**src/rtl/star_pkg.sv**
```systemverilog
// Shared definitions for the star display path: coordinate widths, screen limits, box-draw states.
// Optional macro STAR_BOX_CENTRE_MARK_EN adds the S_MARK state.
package star_pkg;

   localparam int XSZ_DEF = 8;
   localparam int YSZ_DEF = 7;
   localparam int X_MAX   = 159;
   localparam int Y_MAX   = 119;
   localparam logic [2:0] BOX_COLOUR_DEF = 3'b100;

   typedef enum logic [2:0] {
      S_IDLE   = 3'd0,
      S_LATCH  = 3'd1,
      S_TOP    = 3'd2,
      S_BOTTOM = 3'd3,
      S_LEFT   = 3'd4,
      S_RIGHT  = 3'd5,
`ifdef STAR_BOX_CENTRE_MARK_EN
      S_MARK   = 3'd6,
`endif
      S_DONE   = 3'd7
   } box_state_t;

endpackage

```
**src/rtl/line_stepper.sv**
```systemverilog
// Start/length/direction counter: after load, emits one coordinate per cycle for len cycles.
module line_stepper #(
   parameter int W = 8
) (
   input  logic         clk,
   input  logic         reset,
   input  logic         load,
   input  logic         dir,
   input  logic [W-1:0] start,
   input  logic [W:0]   len,
   output logic [W-1:0] pos,
   output logic         last
);

   logic [W:0] cnt;

   always_ff @(posedge clk) begin
      if (reset) begin
         pos <= '0;
         cnt <= '0;
      end else if (load) begin
         pos <= start;
         cnt <= len;
      end else if (cnt != '0) begin
         pos <= dir ? pos - W'(1) : pos + W'(1);
         cnt <= cnt - (W+1)'(1);
      end
   end

   // cnt holds the pixels still to emit including the current one
   assign last = (cnt == (W+1)'(1));

endmodule

```
**src/rtl/star_box_draw.sv**
```systemverilog
// Draws a rectangular outline around the star bounding box, one pixel per cycle, into the VGA adapter.
// Optional macro STAR_BOX_CENTRE_MARK_EN appends a single centre-mark pixel after the outline.
module star_box_draw
   import star_pkg::*;
#(
   parameter int         XSZ        = XSZ_DEF,
   parameter int         YSZ        = YSZ_DEF,
   parameter int         MARGIN     = 1,
   parameter logic [2:0] BOX_COLOUR = BOX_COLOUR_DEF
) (
   input  logic           clk,
   input  logic           reset,
   input  logic           go_draw,
   input  logic [XSZ-1:0] x_left,
   input  logic [XSZ-1:0] x_right,
   input  logic [YSZ-1:0] y_top,
   input  logic [YSZ-1:0] y_bottom,
   output logic [XSZ-1:0] x_out,
   output logic [YSZ-1:0] y_out,
   output logic [2:0]     colour,
   output logic           plot,
   output logic           busy,
   output logic           done_draw,
   output logic           box_err,
   output box_state_t     dbg_state
);

   localparam int SW = (XSZ > YSZ) ? XSZ : YSZ;
   localparam logic [XSZ-1:0] MXS  = XSZ'(MARGIN);
   localparam logic [YSZ-1:0] MYS  = YSZ'(MARGIN);
   localparam logic [XSZ:0]   MX   = (XSZ+1)'(MARGIN);
   localparam logic [YSZ:0]   MY   = (YSZ+1)'(MARGIN);
   localparam logic [XSZ:0]   XLIM = (XSZ+1)'(X_MAX);
   localparam logic [YSZ:0]   YLIM = (YSZ+1)'(Y_MAX);
`ifdef STAR_BOX_CENTRE_MARK_EN
   localparam box_state_t AFTER_RIGHT = S_MARK;
`else
   localparam box_state_t AFTER_RIGHT = S_DONE;
`endif

   box_state_t state, nxt;
   logic [XSZ-1:0] xl_q, xr_q, l_c, r_c, x_cur, x_hold;
   logic [YSZ-1:0] yt_q, yb_q, t_c, b_c, t_p1, y_cur, y_hold;
   logic [XSZ:0]   r_full, wlen;
   logic [YSZ:0]   b_full, hlen, side_len;
   logic           err_c, en_bottom, en_sides, en_right;
   logic           ld, st_last;
   logic [SW-1:0]  ld_start, st_pos;
   logic [SW:0]    ld_len;
   logic           unused_ok;

   // Start/done handshake: go_draw is accepted only in S_IDLE; busy covers the whole draw and
   // drops in the S_DONE cycle, where done_draw pulses once with box_err valid alongside it.
   always_ff @(posedge clk) begin
      if (reset) begin
         state  <= S_IDLE;
         xl_q   <= '0;
         xr_q   <= '0;
         yt_q   <= '0;
         yb_q   <= '0;
         x_hold <= '0;
         y_hold <= '0;
      end else begin
         state  <= nxt;
         x_hold <= x_cur;
         y_hold <= y_cur;
         if (state == S_IDLE && go_draw) begin
            xl_q <= x_left;
            xr_q <= x_right;
            yt_q <= y_top;
            yb_q <= y_bottom;
         end
      end
   end

   // Outline limits are clamped to the screen; captured values stay stable for the whole draw
   assign l_c    = (xl_q >= MXS) ? xl_q - MXS : '0;
   assign t_c    = (yt_q >= MYS) ? yt_q - MYS : '0;
   assign r_full = {1'b0, xr_q} + MX;
   assign b_full = {1'b0, yb_q} + MY;
   assign r_c    = (r_full > XLIM) ? XLIM[XSZ-1:0] : r_full[XSZ-1:0];
   assign b_c    = (b_full > YLIM) ? YLIM[YSZ-1:0] : b_full[YSZ-1:0];

   assign err_c = (xl_q > xr_q) || (yt_q > yb_q) ||
                  ({1'b0, xr_q} > XLIM) || ({1'b0, yb_q} > YLIM);

   assign wlen      = {1'b0, r_c} - {1'b0, l_c} + (XSZ+1)'(1);
   assign hlen      = {1'b0, b_c} - {1'b0, t_c} + (YSZ+1)'(1);
   assign side_len  = hlen - (YSZ+1)'(2);
   assign t_p1      = t_c + YSZ'(1);
   assign en_bottom = (b_c != t_c);
   assign en_sides  = (hlen >= (YSZ+1)'(3));
   assign en_right  = en_sides && (r_c != l_c);

`ifdef STAR_BOX_CENTRE_MARK_EN
   logic [XSZ:0] cx_sum;
   logic [YSZ:0] cy_sum;
   assign cx_sum    = {1'b0, xl_q} + {1'b0, xr_q};
   assign cy_sum    = {1'b0, yt_q} + {1'b0, yb_q};
   assign unused_ok = ^{cx_sum[0], cy_sum[0], st_pos};
`else
   assign unused_ok = ^st_pos;
`endif

   always_comb begin
      nxt      = state;
      ld       = 1'b0;
      ld_start = '0;
      ld_len   = '0;
      case (state)
         S_IDLE:   if (go_draw) nxt = S_LATCH;
         S_LATCH:  nxt = err_c ? S_DONE : S_TOP;
         S_TOP:    if (st_last) nxt = en_bottom ? S_BOTTOM : (en_sides ? S_LEFT : AFTER_RIGHT);
         S_BOTTOM: if (st_last) nxt = en_sides ? S_LEFT : AFTER_RIGHT;
         S_LEFT:   if (st_last) nxt = en_right ? S_RIGHT : AFTER_RIGHT;
         S_RIGHT:  if (st_last) nxt = AFTER_RIGHT;
`ifdef STAR_BOX_CENTRE_MARK_EN
         S_MARK:   if (st_last) nxt = S_DONE;
`endif
         S_DONE:   nxt = S_IDLE;
         default:  nxt = S_IDLE;
      endcase
      // Reload the shared stepper on the same edge the previous segment ends: no gap cycles
      if (nxt != state) begin
         case (nxt)
            S_TOP, S_BOTTOM: begin
               ld       = 1'b1;
               ld_start = SW'(l_c);
               ld_len   = (SW+1)'(wlen);
            end
            S_LEFT, S_RIGHT: begin
               ld       = 1'b1;
               ld_start = SW'(t_p1);
               ld_len   = (SW+1)'(side_len);
            end
`ifdef STAR_BOX_CENTRE_MARK_EN
            S_MARK: begin
               ld       = 1'b1;
               ld_len   = (SW+1)'(1);
            end
`endif
            default: ld = 1'b0;
         endcase
      end
   end

   line_stepper #(.W(SW)) u_step (
      .clk   (clk),
      .reset (reset),
      .load  (ld),
      .dir   (1'b0),
      .start (ld_start),
      .len   (ld_len),
      .pos   (st_pos),
      .last  (st_last)
   );

   always_comb begin
      plot  = 1'b0;
      x_cur = x_hold;
      y_cur = y_hold;
      case (state)
         S_TOP:    begin plot = 1'b1; x_cur = st_pos[XSZ-1:0]; y_cur = t_c; end
         S_BOTTOM: begin plot = 1'b1; x_cur = st_pos[XSZ-1:0]; y_cur = b_c; end
         S_LEFT:   begin plot = 1'b1; x_cur = l_c; y_cur = st_pos[YSZ-1:0]; end
         S_RIGHT:  begin plot = 1'b1; x_cur = r_c; y_cur = st_pos[YSZ-1:0]; end
`ifdef STAR_BOX_CENTRE_MARK_EN
         S_MARK:   begin plot = 1'b1; x_cur = cx_sum[XSZ:1]; y_cur = cy_sum[YSZ:1]; end
`endif
         default:  plot = 1'b0;
      endcase
   end

   assign x_out     = x_cur;
   assign y_out     = y_cur;
   assign colour    = BOX_COLOUR;
   assign busy      = (state != S_IDLE) && (state != S_DONE);
   assign done_draw = (state == S_DONE);
   assign box_err   = (state == S_DONE) && err_c;
   assign dbg_state = state;

endmodule
```
**config.mk**
```make
export PLATFORM = sky130hd
export DESIGN_NAME = star_box_draw
export DESIGN_NICKNAME = d
export VERILOG_FILES = /design/src/rtl/star_pkg.sv /design/src/rtl/line_stepper.sv /design/src/rtl/star_box_draw.sv
export SDC_FILE = /design/constraint.sdc
export NUM_CORES = 1
export LEC_CHECK = 0
export ABC_AREA = 1
export BUFFER_PORTS_ARGS = -buffer_cell sky130_fd_sc_hd__buf_4
export CAP_MARGIN = 20
export CORE_ASPECT_RATIO = 0.9
export CORE_MARGIN = 2
export CORE_UTILIZATION = 45
export CTS_BUF_LIST = sky130_fd_sc_hd__clkbuf_4 sky130_fd_sc_hd__clkbuf_8 sky130_fd_sc_hd__clkbuf_16
export DETAILED_ROUTE_END_ITERATION = 6
export MAX_ROUTING_LAYER = met4
export PLACE_DENSITY_LB_ADDON = 0.1
export SLEW_MARGIN = 0
export SYNTH_ARGS = -nofsm -noshare
export SYNTH_HDL_FRONTEND = slang
export SYNTH_SLANG_ARGS = --single-unit
```
**constraint.sdc**
```tcl
create_clock -name clk -period 9.3 [get_ports clk]
set_clock_uncertainty 0.15 [all_clocks]
set_input_delay 0.465 -clock clk [delete_from_list [all_inputs] [get_ports clk]]
set_output_delay 0.465 -clock clk [all_outputs]
set_load 0.03 [all_outputs]
```
* Word level (Yosys, flattened, before mapping) *
Index checks and enable logic that the tools add are counted.

storage, ports and cells
  bits in registers = 65
  bits of input ports = 33
  output and inout bits = 25

operators by class
  add/subtract/negate cells = 12
  order comparisons = 9
  equal/unequal tests = 15
  muxes and demuxes = 27
  reductions and logical operators = 17

operators by type and width
  kind                                                               count
  two-way mux 8 bit                                                  5
  two-way mux 9 bit                                                  3
  case mux 8 bit (3 select lines)                                    1
  two-way mux 3 bit                                                  7
  case mux 7 bit (3 select lines)                                    1
  case mux 3 bit (6 select lines)                                    1
  case mux 9 bit (2 select lines)                                    1
  adder 8 x 1 -> 8 bit, second input constant                        2
  case mux 8 bit (2 select lines)                                    1
  == test 3 bit, second input constant                               5
  two-way mux 7 bit                                                  2
  == test 3 x 2 -> 1 bit, second input constant                      4
  adder 8 x 1 -> 9 bit, second input constant                        1
  adder 9 x 1 -> 9 bit, second input constant                        1
  == test 9 x 1 -> 1 bit, second input constant                      1
  greater-than comparator 9 x 8 -> 1 bit, second input constant      1
  nonzero test 9 bit                                                 1
  subtractor 8 x 8 -> 9 bit                                          1
  subtractor 9 x 1 -> 9 bit, second input constant                   1
  adder 7 x 1 -> 8 bit, second input constant                        1
  greater-or-equal comparator 8 x 1 -> 1 bit, second input constant  1
  greater-or-equal comparator 8 x 2 -> 1 bit, second input constant  1
  greater-than comparator 8 x 7 -> 1 bit, second input constant      1
  greater-than comparator 8 bit                                      1
  23 further kinds                                                   35

* Longest topological paths before layout *
Gate-level depths: netlist of the first run.

  depth after elaboration = 15
  depth in mapped cells = 35
  depth with buffers taken out = 34

* By module *
Synthesis of the first run repeated with hierarchy kept, for this count alone.

second synthesis, totals
  cells, all modules = 937
  area total of the unflattened synthesis = 6065.8 sq um

modules (own cells, without submodules)
  module         instances  cells an instance  area an instance (sq um)  sequential area each (sq um)
  star_box_draw  1          753                4794.6                    960.9
  line_stepper   1          184                1271.2                    340.3

* Least setup slack after synthesis of the first run *
Ideal clock, no wire load.

  kind = register to register
  from = reg yb_q[0]
  to = reg u_step.pos[1]
  library setup time = 111 ps
  data arrival time = 3939 ps
  data required time = 9039 ps
  setup slack = 5100 ps
  stages on the path, launching flop included = 33
  path buffers = 1
  period minus slack after synthesis = 4200 ps
  path through = dfxtp_1 ha_1 nand2_1 inv_1 nand4_1 xor2_1 or4_1 nand2_1 nor2_1 ha_1 inv_1 ha_1 inv_1 fa_1 inv_1 nand2_1 nand2_1 nand3_2 nand3_1 nand2_2 nand3_2 nand2_2 a21oi_2 nand3_2 a21oi_2 nand2_2 nand2_4 nand2_4 buf_6 nand2_1 nand2_1 nor2_1 nor2_1

between the ends
  longest elaborated chain between the ends = 15
  elaborated cells on any way between the ends = 35
  classes of those cells = add/sub: 3; order compare: 4; eq/ne: 6; mux: 14; reduce/logical: 8

RTL lines
  element                                                               RTL line                                                         source
  start, declared                                                       star_box_draw.sv:43                                              logic [YSZ-1:0] yt_q, yb_q, t_c, b_c, t_p1, y_cur, y_hold;
  start signal, assigned                                                star_box_draw.sv:71                                              yb_q <= y_bottom;
  adder 7 x 1 -> 8 bit                                                  star_box_draw.sv:80                                              assign b_full = {1'b0, yb_q} + MY;
  greater-than comparator 8 x 7 -> 1 bit                                star_box_draw.sv:82                                              assign b_c = (b_full > YLIM) ? YLIM[YSZ-1:0] : b_full[YSZ-1:0];
  two-way mux 7 bit                                                     star_box_draw.sv:82
  subtractor 7 x 7 -> 8 bit                                             star_box_draw.sv:88                                              assign hlen = {1'b0, b_c} - {1'b0, t_c} + (YSZ+1)'(1);
  adder 8 x 1 -> 8 bit                                                  star_box_draw.sv:88
  greater-or-equal comparator 8 x 2 -> 1 bit                            star_box_draw.sv:92                                              assign en_sides = (hlen >= (YSZ+1)'(3));
  two-way mux 2 bit or logical AND 1 bit (tied branches)                star_box_draw.sv:113, star_box_draw.sv:114, star_box_draw.sv:93
  two-way mux 3 bit or two-way mux 2 bit (tied branches)                star_box_draw.sv:113, star_box_draw.sv:115
  two-way mux 3 bit (on tied branches)                                  star_box_draw.sv:113, star_box_draw.sv:115
  case mux 3 bit (6 select lines) (*)                                   star_box_draw.sv:110                                             case (state)
  == test 3 bit or == test 3 x 2 -> 1 bit (tied branches)               star_box_draw.sv:125                                             case (nxt)
  OR reduction 2 bit or OR reduction 4 bit (tied branches)              -
  case mux 8 bit (2 select lines) or two-way mux 1 bit (tied branches)  star_box_draw.sv:125
  two-way mux 8 bit or two-way mux 1 bit (tied branches)                star_box_draw.sv:124                                             if (nxt != state) begin
  two-way mux 8 bit or nonzero test 2 bit (tied branches)               -
  end signal, assigned                                                  line_stepper.sv:22                                               pos <= start;
  end signal, assigned                                                  line_stepper.sv:25                                               pos <= dir ? pos - W'(1) : pos + W'(1);
  end, declared                                                         line_stepper.sv:11                                               output logic [W-1:0] pos,

Mark *: on every way between the ends. The rest lies on a longest branch, timed or not.
A chain may end at the register's enable or synchronous reset.

* Final worst setup path of the first run *
Ends and elaborated chain as after synthesis.

==> impl_metrics.tcl, run 1 <==
set metrics [dict create \
    port-buffer-count 54 \
    cts_max_level 3 \
    grt_use_total_pct 26.2 \
    start_util_pct 45.6 \
    viasPerCell 5.27 \
    synth_top_area_cell "dfxtp_1" \
    clock.fmax_mhz 202 \
    synth_edf_count 0 \
    grt_first_pass_wirelength_um 25500 \
    post_cts_resize_count 0 \
    fin_nets 961 \
    synthCells 822 \
    synthTopCellsByArea "dfxtp_1 (24%), nand2_1 (14%), ha_1 (13%)" \
    finalSetupTns_ns 0 \
    fin_crit_ns 4.95 \
    synth_cell_type_count 46 \
    design_area_sq_um 6230 \
    grt_max_degree 60 \
    min_path_type "in2reg" \
    n_antenna_cell 0 \
    wl_per_cell_um 15.0 \
    clkLatencyLatePin_ns 0.35 \
    fin_ws_ns 4.35 \
    clock_tree.root_cell "clkbuf_16" \
    area_delta_synth_final_pct 15.0 \
    synthFlopType "dfxtp_1" \
    rows 38 \
    drt_iter0_drc 318 \
    tightest_slew_ns 0.633 \
    slew-limit-headroom_pct 57.6 \
    antenna_left 0 \
    multi_input_area_sq_um 3580 \
    vias 5446 \
    critPathMaxFanout 24 \
    slowest_delay_ns 0.43 \
    synth-async-reset-ratio_pct 0 \
    cp.arrival_ns 5.04 \
    cp_common_cell "nand2_1" \
    min_from "y_top[5]" \
    floorplan.die_area_sq_um 12900 \
    synthTopCellsByCount "nand2_1 (197), inv_1 (103), nor2_1 (78)" \
    path_class "reg2reg" \
    clk_pin_slew_worst_paths_ns 0.06 \
    netlist_area_sq_um 5420 \
    setup.worst_path.start "yb_q[0]" \
    crit_family "simple AND/OR/NAND/NOR gates" \
    crit_buf_inv 5 \
    cts_buffer_depth 2 \
    period_share_pct 53.2 \
    status "finished clean" \
    slowest_stage "dfxtp_1" \
    setup_viol 0 \
    globalplace.congestion 0.969 \
    crit_required_ns 9.40 \
    wirelength_um 15500 \
    dp.final_hpwl_um 12300 \
    clock_sinks 65 \
    io_pins 58 \
    synth-seq-cells 65 \
    post_cts_buffers 0 \
    postPlaceCellArea_sq_um 5930 \
    seqCellArea_sq_um 1300 \
    fillers 1207 \
    yosysMostFrequentCell "nand2_1" \
    cts_inserted_buffers 9 \
    synth_top_cell_area_share_pct 24.0 \
    rsz0062_at_grt "no" \
    drtPass1Iterations 5 \
    start_kind "flop" \
    avgSynthCellArea_sq_um 6.59 \
    drc 0 \
    worstSetupEndpointType "flop" \
    core_sq_um 11900 \
    place_ws_ns 4.43 \
    cap_violations 0 \
    first_global_vias 5167 \
    reg2reg_from "yb_q[0]" \
    yosysWarningCount 0 \
    antenna_found_initial 0 \
    grt.overflow.total 0 \
    hold_viol_final 0 \
    slew_violations 0 \
    drive_gt1_share_pct 12.7 \
    hold_buffers 0 \
    die_w_um 120 \
    cts_tree "done" \
    die_h_um 108 \
    yosysSeqAreaShare_pct 24.0 \
]
## path summary, 6_finish.rpt
kind	to	slack, ns	depth (start not counted)
setup / recovery	u_step.pos[1]	4.35	33
hold / removal	yt_q[5]	0.22	3
setup reg to reg	u_step.pos[1]	4.35	33
hold reg to reg	x_hold[7]	0.33	2
## flip-flops by register name, indices dropped and copies added, names as in the netlist
register,cells
u_step.pos,8
xr_q,8
yb_q,7
xl_q,8
dbg_state,3
yt_q,7
y_hold,7
x_hold,8
u_step.cnt,9
## cell families (layout without fill, tap and decap cells)
family                   count (synthesis)  after routing  share of synthesized area [%]
other                                    2              3                          0.139
flip-flops                              65             65                           24.0
AO/OA/AOI/OAI                          146            146                           15.4
adder cells (fa/ha/maj)                 59             59                           13.9
XOR/XNOR                                32             32                           5.17
AND/OR/NAND/NOR                        385            385                           31.4
buffers and inverters                  133            184                           9.89
## through the flow
step | hold slack (ns) | instances | utilization, %
2_1_floorplan | 0.303 | 823 | -
3_3_place_gp | 0.315 | 1018 | 49.9
3_5_place_dp | 0.325 | 1018 | 49.9
4_1_cts | 0.214 | 1034 | 52.4
5_1_grt | 0.229 | 1034 | 52.4
6_report | 0.223 | 1034 | 52.4
## per-layer routing
layer,share of wire [%],up-vias,GRT usage [%]
met5,0,-,-
met2,46,156,42.4
met3,5.5,29,6.43
met4,2.6,0,8.24
li1,-,2778,-
met1,46,2483,32.2
## final cells by class
type                       count  area share [%]
clock buffer                  10            3.73
clock inverter                 6            1.08
inverter                     111            6.71
multi-input combinational    625            57.5
sequential                    65            20.9
tap                          160            3.21
timing repair buffer          57            6.87
## worst reg2reg max path, delay by kind of cell (launching register included)
kind | cells | cell delay (ns)
DFF | 1 | 0.43
xor gates and xnor gates | 1 | 0.18
adders and majority gates | 4 | 1.06
and+or+nand+nor | 23 | 2.69
buffers and inverters | 5 | 0.34
## cells in the final DEF, fill, tap and decap left out, types with 13 or more instances in the layout
master / instances
buf_4: 57
xor2_1: 22
nor2_1: 78
and2_1: 13
o2111ai_1: 13
a21oi_1: 61
dfxtp_1: 65
nand2_1: 197
o21ai_0: 47
nand3_1: 43
inv_1: 103
ha_1: 57
Power of run 1 is not shown: default switching activity piles up to over one toggle a cycle in this logic, so the estimate is an artifact.
==> inputs of run 2 (changes only) <==
==> constraint.sdc (replaced) <==
create_clock -name clk -period 4.2 [get_ports clk]
set_clock_uncertainty 0.15 [all_clocks]
set_input_delay 0.21 -clock clk [delete_from_list [all_inputs] [get_ports clk]]
set_output_delay 0.21 -clock clk [all_outputs]
set_load 0.03 [all_outputs]
==> run 2 against run 1 <==
  * The run now ends with setup timing left
  * First-iteration DRC count is 16% higher
  * Die area stayed put
  * Non-clock buffer count is 75 higher
  * Highest routed layer unchanged
  * Final cell count is 7.4% higher
  * Global-route usage is 1.3 points higher
  * Sequential share of layout area is 2.7 points lower
  * Via count is 5.7% higher
  * Critical path type unchanged
  * Register-to-register slack worse by 4.7 ns
==> impl_metrics.tcl, run 2 (synthesized netlist as in run 1, its figures left out) <==
set metrics [dict create \
    largest_reg_flops 9 \
    clock.fmax_mhz 222 \
    path_class "reg2reg" \
    core_sq_um 11900 \
    reg2reg_from "yb_q[1]" \
    grt_max_degree 60 \
    start_kind "flop" \
    largest-register "u_step.cnt" \
    crit_required_ns 4.33 \
    io_pins 58 \
    cap_violations 0 \
    clock_sinks 65 \
    cts_buffer_depth 2 \
    vias 5758 \
    setup_viol 18 \
    status "finished with violations" \
    final_cell_mix "nand2_1 (185), buf_4 (104), inv_1 (98)" \
    instances_no_fill 1111 \
    postPlaceCellArea_sq_um 6270 \
    antenna_found_initial 0 \
    slew_violations 0 \
    tightest_slew_ns 0.788 \
    dp.final_hpwl_um 12700 \
    clkLatencyLatePin_ns 0.35 \
    grt_use_total_pct 27.4 \
    cts_inserted_buffers 9 \
    critPathMaxFanout 7 \
    grt_first_pass_wirelength_um 27100 \
    placed_cells 1062 \
    slowest_stage "or4_4" \
    min_path_type "in2reg" \
    n_antenna_cell 0 \
    slowest_delay_ns 0.44 \
    grt.overflow.total 0 \
    period_share_pct 107 \
    crit_buf_inv 4 \
    clk_pin_slew_worst_paths_ns 0.06 \
    drtPass1Iterations 5 \
    globalplace.congestion 1.02 \
    drc 0 \
    clock_tree.root_cell "clkbuf_16" \
    die_h_um 108 \
    wirelength_um 16900 \
    failed_checks "setup timing" \
    design_area_sq_um 7200 \
    slew-limit-headroom_pct 47.2 \
    die_w_um 120 \
    rows 38 \
    start_util_pct 45.6 \
    floorplan.die_area_sq_um 12900 \
    worstSetupEndpointType "flop" \
    cp.arrival_ns 4.63 \
    drive_gt1_share_pct 22.7 \
    finalSetupTns_ns -4.50 \
    hold_viol_final 0 \
    viasPerCell 5.18 \
    port-buffer-count 54 \
    wl_per_cell_um 15.2 \
    fin_ws_ns -0.301 \
    min_from "y_bottom[0]" \
    fin_crit_ns 4.50 \
    area_delta_synth_final_pct 32.8 \
    antenna_left 0 \
    setup.worst_path.start "yb_q[1]" \
    final_common_cell "nand2_1" \
    cts_tree "done" \
    rsz0062_at_grt "yes" \
    fin_nets 1038 \
    first_global_vias 5703 \
    cts_max_level 3 \
    drt_iter0_drc 370 \
    crit_family "simple AND/OR/NAND/NOR gates" \
]
-- run 2: cell count changes in the layout (fill, tap and decap cells not counted), sizes merged --
cell	change
clkbuf	+1
buf	+55
dlygate4sd3	+19
bufinv	-1
nand2	+2
clkinv	+1
-- run 2: final cells by class --
cell class,count,area [sq um]
multi-input combinational,627,3870
tap,160,200
clock buffer,10,239
fill,1129,4690
inverter,111,424
timing repair buffer,132,1110
clock inverter,6,42.5
sequential,65,1310
-- run 2: final timing paths --
kind	end	slack, ns	cells past startpoint
max	u_step.pos[6]	-0.30	32
min	yb_q[0]	0.01	3
max reg2reg	u_step.pos[6]	-0.30	32
min reg2reg	x_hold[7]	0.33	2
-- run 2: repair_timing --
item                                   CTS  global route
setup endpoints to repair               17            19
endpoints found under the hold margin   19             0
buffers inserted                         8             1
pin swaps                               15            25
resized for setup                       53            24
hold buffers                            19             0
gates cloned                             2             2
-- run 2: routing by layer --
| metal | track usage [%] | part of all wire [%] | up-vias |
|---|---|---|---|
| li1 | - | - | 2924 |
| met1 | 33.0 | 46 | 2658 |
| met5 | - | 0 | - |
| met4 | 8.74 | 2.6 | 0 |
| met3 | 6.01 | 4.4 | 23 |
| met2 | 46.0 | 47 | 153 |
-- run 2: tightest hold or removal path, stage by stage --
cell	delay, ns
buf_4	0.08
o21ai_0	0.07
a21oi_1	0.11
-- run 2: through the flow --
| stage | worst slack, ns | util [%] | hold WS (ns) |
|---|---|---|---|
| 6_report | -0.301 | 60.5 | 0.0102 |
| 5_1_grt | -0.536 | 60.5 | 0.0148 |
| 4_1_cts | -0.162 | 59.1 | 0.00673 |
| 3_5_place_dp | -0.404 | 52.8 | 0.321 |
| 3_3_place_gp | -0.276 | 52.8 | 0.314 |
| 2_1_floorplan | 0.0183 | - | 0.203 |
Power of run 2 is left out for the same reason.
